## config.mk

```make
export PLATFORM = sky130hd
export DESIGN_NAME = mem_port_arbiter
export DESIGN_NICKNAME = d
export VERILOG_FILES = /design/src/rtl/mem_port_arbiter.sv
export SDC_FILE = /design/constraint.sdc
export NUM_CORES = 1
export LEC_CHECK = 0
export ABC_AREA = 1
export CAP_MARGIN = 20
export CORE_ASPECT_RATIO = 1.2
export CORE_MARGIN = 1
export CORE_UTILIZATION = 25
export DETAILED_ROUTE_END_ITERATION = 12
export PLACE_DENSITY = 0.5
export SETUP_SLACK_MARGIN = 0.02
export SLEW_MARGIN = 0
export SYNTH_ARGS = -nofsm -noshare
export SYNTH_HDL_FRONTEND = slang
export SYNTH_SLANG_ARGS = --single-unit
export TNS_END_PERCENT = 1
```

## constraint.sdc

```tcl
create_clock -name clk -period 4.2 [get_ports clk]
set_input_delay 0.63 -clock clk [delete_from_list [all_inputs] [get_ports clk]]
set_output_delay 0.63 -clock clk [all_outputs]
set_load 0.005 [all_outputs]
```

## src/rtl/mem_port_arbiter.sv

```systemverilog
// Shares one memory port between instruction fetch and load/store traffic.
// Optional WAIT-state timeout is enabled with `define MEM_ARB_TIMEOUT_EN.
//
// state   | meaning
// --------+----------------------------------------------------------
// S_IDLE  | no transaction; grant decided combinationally this cycle
// S_ISSUE | registered request driven on mem port until accepted
// S_WAIT  | read accepted, waiting for mem_rvalid
// S_RESP  | one-cycle rvalid pulse to the owner
module mem_port_arbiter #(
  parameter int STARVE_MAX     = 4,
  parameter int TIMEOUT_CYCLES = 256
) (
  input  logic        clk,
  input  logic        reset_n,
  input  logic        if_req_valid,
  input  logic [31:0] if_addr,
  output logic        if_req_ready,
  output logic        if_rvalid,
  output logic [31:0] if_rdata,
  input  logic        d_req_valid,
  input  logic        d_we,
  input  logic [31:0] d_addr,
  input  logic [31:0] d_wdata,
  input  logic [3:0]  d_wstrb,
  output logic        d_req_ready,
  output logic        d_rvalid,
  output logic [31:0] d_rdata,
  output logic        mem_req_valid,
  input  logic        mem_req_ready,
  output logic        mem_we,
  output logic [31:0] mem_addr,
  output logic [31:0] mem_wdata,
  output logic [3:0]  mem_wstrb,
  input  logic        mem_rvalid,
  input  logic [31:0] mem_rdata,
  output logic        owner,
  output logic        busy,
  output logic        err
);

  localparam int SW = $clog2(STARVE_MAX + 1);

  typedef enum logic [1:0] {S_IDLE, S_ISSUE, S_WAIT, S_RESP} state_t;

  state_t        state;
  logic [SW-1:0] starve_cnt;
  logic          d_win;
  logic          if_win;
  logic          timeout_hit;
  logic          resp_fire;
  logic [31:0]   resp_data;

  always_comb begin
    d_win  = d_req_valid && (!if_req_valid || (starve_cnt < SW'(STARVE_MAX)));
    if_win = if_req_valid && !d_win;
  end

  // Gated with reset_n so the ready outputs drop the moment reset asserts.
  assign if_req_ready = reset_n && (state == S_IDLE) && if_win;
  assign d_req_ready  = reset_n && (state == S_IDLE) && d_win;

  always_comb begin
    resp_fire = ((state == S_ISSUE) && mem_req_ready && (mem_we || mem_rvalid)) ||
                ((state == S_WAIT) && (mem_rvalid || timeout_hit));
    resp_data = mem_rdata;
    if (mem_we)
      resp_data = '0;
    else if (timeout_hit)
      resp_data = 32'hDEADBEEF;
  end

  always_ff @(posedge clk or negedge reset_n) begin
    if (!reset_n) begin
      state         <= S_IDLE;
      starve_cnt    <= '0;
      owner         <= 1'b0;
      busy          <= 1'b0;
      mem_req_valid <= 1'b0;
      mem_we        <= 1'b0;
      mem_addr      <= '0;
      mem_wdata     <= '0;
      mem_wstrb     <= '0;
      if_rvalid     <= 1'b0;
      if_rdata      <= '0;
      d_rvalid      <= 1'b0;
      d_rdata       <= '0;
    end else begin
      if (!if_req_valid || if_req_ready)
        starve_cnt <= '0;
      else if (d_req_ready && (starve_cnt != SW'(STARVE_MAX)))
        starve_cnt <= starve_cnt + SW'(1);

      case (state)
        S_IDLE: begin
          if (if_req_ready || d_req_ready) begin
            state         <= S_ISSUE;
            busy          <= 1'b1;
            mem_req_valid <= 1'b1;
            owner         <= d_req_ready;
            mem_we        <= d_req_ready && d_we;
            mem_addr      <= d_req_ready ? d_addr : if_addr;
            mem_wdata     <= (d_req_ready && d_we) ? d_wdata : '0;
            mem_wstrb     <= (d_req_ready && d_we) ? d_wstrb : '0;
          end
        end
        S_ISSUE: begin
          if (mem_req_ready) begin
            mem_req_valid <= 1'b0;
            if (!resp_fire)
              state <= S_WAIT;
          end
        end
        S_WAIT: ;
        S_RESP: begin
          state     <= S_IDLE;
          busy      <= 1'b0;
          if_rvalid <= 1'b0;
          if_rdata  <= '0;
          d_rvalid  <= 1'b0;
          d_rdata   <= '0;
        end
        default: state <= S_IDLE;
      endcase

      if (resp_fire) begin
        state     <= S_RESP;
        if_rvalid <= !owner;
        d_rvalid  <= owner;
        if_rdata  <= owner ? 32'h0 : resp_data;
        d_rdata   <= owner ? resp_data : 32'h0;
      end
    end
  end

`ifdef MEM_ARB_TIMEOUT_EN
  localparam int TW = $clog2(TIMEOUT_CYCLES + 1);

  logic [TW-1:0] wait_cnt;

  assign timeout_hit = (state == S_WAIT) && !mem_rvalid &&
                       (wait_cnt == TW'(TIMEOUT_CYCLES - 1));

  // Held at zero outside WAIT, so it always starts from zero on entry.
  always_ff @(posedge clk or negedge reset_n) begin
    if (!reset_n) begin
      wait_cnt <= '0;
      err      <= 1'b0;
    end else begin
      err <= resp_fire && timeout_hit;
      if (state != S_WAIT)
        wait_cnt <= '0;
      else if (!timeout_hit)
        wait_cnt <= wait_cnt + TW'(1);
    end
  end
`else
  logic unused_timeout;

  assign unused_timeout = (TIMEOUT_CYCLES != 0);
  assign timeout_hit    = 1'b0;
  assign err            = 1'b0;
`endif

endmodule

```

==> summary.md <==
| Metric | Value |
|---|---|
| Status | finished, violations left |
| Violations in the final reports | design-rule violations |
| Share of post-route cells with drive strength above 1 | 0.0515 |
| WS Path Type | primary input to output pin |
| Area overhead of the layout relative to synthesis | 53.3% |
| Clock slew seen by the registers of the worst setup and hold paths | 0.07 ns |
| Clock latency on the worst-skew pair | 0.42 ns |
| Mapped Cells | 862 |
| Ranking of synthesized cells by area | sky130_fd_sc_hd__dfrtp_1 53%, sky130_fd_sc_hd__nand2_1 18%, sky130_fd_sc_hd__nand3_1 8.0%, sky130_fd_sc_hd__nand4_1 5.9%, sky130_fd_sc_hd__inv_1 5.9% |
| Final worst-path cycle share | 0.689 |
| Total buffers and inverters traversed by the critical path | 3 |
| Warnings from Yosys | 0 |
| Clock Skews | 0.0129 ns |
| Deepest level of the CTS H-tree | 4 |
| Hold Path Class | primary input to asynchronous set/reset pin |
| Synth Cell Area | 6780 µm² |
| Height of the die | 182 µm |
| Number of antenna violations at the first check in global routing | 2 |
| Final number of max-transition violations | 0 |
| Post-CTS Repair Setup Buffers | 0 |
| Portion of synthesized cell area occupied by the leading cell type | 0.528 |
| Total iterations of the first detailed-routing run | 11 |
| Cell taking the most area after synthesis | sky130_fd_sc_hd__dfrtp_1 |
| Overall overflow remaining after global route | 0 |
| Biggest fanout along the worst timing path | 4 |
| Number of fill cells | 2741 |
| Core region area | 26400 µm² |
| Required time reported for the critical path endpoint | 3.57 ns |
| Root buffer cell | sky130_fd_sc_hd__clkbuf_16 |
| Hold Violations, Final | 0 |
| Maximum buffer depth of the clock tree | 2 |
| Number of synthesized register bits | 143 |
| R2r worst-path depth | 7 |
| Total number of nets in the final design | 1256 |
| Total number of clock tree sinks | 143 |
| Resized cells post-CTS | 0 |
| Worst hold slack after final layout | 0.118 ns |
| Minimum clock period | 2.89 ns |
| Starting utilization of the core area | 0.256 |
| First-pass GRT wire length | 35900 µm |
| # rows | 65 |
| Top-Level Pins | 280 |
| Slowest cell delay on critical path | 0.54 ns |
| Setup repair after global routing missed its margin | no |
| Via count of the first global-routing pass | 6311 |
| VDD IR-drop max | 0.000214 V |
| Detailed Route Iter0 Violations | 282 |
| ANT nets after route | 0 |
| Worst reg2reg path endpoint | mem_wdata[31] |
| TritonCTS clock tree | yes |
| Count of placed standard cells in the final layout, fillers left out | 1464 |
| Cell count after placement | 1431 |
| Horizontal extent of the die | 152 µm |
| Static Leak | 5.33 nW |
| Net count after synthesis | 1003 |
| Mean routed wirelength per cell | 15.3 µm |
| Pin count of the biggest net entering global routing | 69 |
| Highest achievable clock rate | 0.346 GHz |
| Final-report setup violation count | 0 |
| Arrival time reported for the critical path endpoint | 2.26 ns |
| Proportion of synthesized chip area in sequential cells | 0.528 |
| Worst-Margin Slew | 0.823 ns |
| Routed vias | 6438 |
| Number of maximum-capacitance constraint violations | 0 |
| Worst-path cell with the longest stage delay | sky130_fd_sc_hd__clkdlybuf4s50_1 |
| Worst-case register-to-register setup slack | 2.24 ns |
| CTS buffer count | 17 |
| Slew headroom | 0.451 |
| GRT Total Usage | 0.165 |
| Final weighted congestion in routability-driven placement | 0.754 |
| Library cells used by synthesis | 23 |
| Setup TNS | 0 ns |
| Crit start category | primary input |
| HPWL after detailed placement | 15100 µm |
| Hold bufs inserted after CTS | 0 |
| Reg2Reg Launch Point | state[0] |
| DRC violation count after routing | 15 |
| Total Die Area | 27800 µm² |
| IO buf count | 278 |
| Detailed-route vias per instance | 4.40 |
| CP top delay family | buffers and inverters |
| Crit-path cells | clkdlybuf4s50_1 -> nand2_1 -> nand2_1 -> inv_1 -> nor2_1 -> clkdlybuf4s50_1 |
| Power density over cell area | 650 nW/µm² |
| Total wire length | 22400 µm |
| Average cell area after synthesis | 7.86 µm² |
| Crit end category | output pin |
-- how the worst max path moves through the flow --
stage	from	to	slack, ns	cells after the start
after global routing	if_req_valid	if_req_ready	1.20	6
after CTS	if_req_valid	if_req_ready	1.29	6
final	if_req_valid	if_req_ready	1.31	6
after global placement	if_req_valid	if_req_ready	1.36	6
after floorplan	if_req_valid	d_req_ready	2.40	4
after detailed placement	if_req_valid	if_req_ready	1.30	6
-- Yosys cell counts, drive strengths merged --
library cell	n
a21oi	4
buf	41
clkbuf	18
clkinv	1
conb	1
dfrtp	143
ha	2
inv	109
nand2	324
nand3	108
nand4	64
nor2	43
o21ai	3
o22ai	1
-- cells in the final DEF, fill, tap and decap left out, types with 3 or more instances in the layout --
master                            Yosys  layout
sky130_fd_sc_hd__clkbuf_16            0      17
sky130_fd_sc_hd__inv_6                0       3
sky130_fd_sc_hd__nor2_1              40      40
sky130_fd_sc_hd__buf_4                8      15
sky130_fd_sc_hd__nand2_2              1       5
sky130_fd_sc_hd__bufinv_16            0       5
sky130_fd_sc_hd__nand2_1            323     319
sky130_fd_sc_hd__nand4_1             64      64
sky130_fd_sc_hd__clkdlybuf4s50_1      0     277
sky130_fd_sc_hd__inv_1              106     106
sky130_fd_sc_hd__a21oi_1              3       3
sky130_fd_sc_hd__o21ai_0              3       3
sky130_fd_sc_hd__inv_2                3       3
sky130_fd_sc_hd__nand3_1            108     108
sky130_fd_sc_hd__dfrtp_1            143     143
-- flip-flops by register name, indices dropped and copies added, names as in the netlist --
signal	cells
mem_wstrb	4
mem_wdata	32
state	2
d_rdata	32
mem_we	1
mem_req_valid	1
starve_cnt	3
mem_addr	32
if_rvalid	1
busy	1
if_rdata	32
d_rvalid	1
owner	1
-- metal layers --
layer	part of all wire	track usage	vias up
met4	0.017	0.0596	0
met2	0.52	0.285	169
met1	0.42	0.203	3051
met3	0.049	0.0354	18
li1	-	-	3200
met5	0	0	-
-- logic make-up (layout without fill, tap and decap cells) --
family	after synthesis	count (layout)	synth area share
compound gates	8	8	0.00775
fa+ha+maj	2	2	0.00369
buf+inv	169	434	0.114
flops	143	143	0.528
other cells	1	3	0.000553
simple gates	539	539	0.346
-- worst register-to-register path: stages, from the launching register on --
cell,delay [ns]
sky130_fd_sc_hd__dfrtp_1,0.46
sky130_fd_sc_hd__nor2_1,0.11
sky130_fd_sc_hd__nand2_1,0.19
sky130_fd_sc_hd__a21oi_4,0.05
sky130_fd_sc_hd__inv_2,0.54
sky130_fd_sc_hd__buf_4,0.39
sky130_fd_sc_hd__nand2_1,0.09
sky130_fd_sc_hd__nand2_1,0.07
-- stage by stage --
| step | power [W] | util | setup WS (ns) | instance area (µm²) |
|---|---|---|---|---|
| 4_1_cts | 0.00688 | 0.393 | 1.29 | 10400 |
| 3_3_place_gp | 0.00515 | 0.369 | 1.36 | 9750 |
| 2_1_floorplan | 0.00346 | - | 2.40 | 6780 |
| 6_report | 0.00676 | 0.393 | 1.31 | 10400 |
| 5_1_grt | 0.00724 | 0.393 | 1.20 | 10400 |
| 3_5_place_dp | 0.00516 | 0.369 | 1.30 | 9750 |
-- area by class of cell --
class / count / area, µm² / area share
inverters: 110 / 413 / 0.0397
repair buffers: 293 / 2900 / 0.279
well taps: 335 / 419 / 0.0403
multi-input cells: 550 / 2440 / 0.235
flip-flops and latches: 143 / 3580 / 0.344
clock buffers: 18 / 429 / 0.0413
clock inverters: 13 / 210 / 0.0202
diodes: 2 / 5.00 / 0.000482
-- where the power goes --
group,total (W),leakage (nW),switching (W),internal (W)
Sequential,0.00226,1.89,0.000318,0.00195
Combinational,0.00282,3.14,0.00139,0.00143
Clock,0.00167,0.307,0.000617,0.00106
Total,0.00676,5.33,0.00233,0.00443
(Power assumes the default switching activity.)
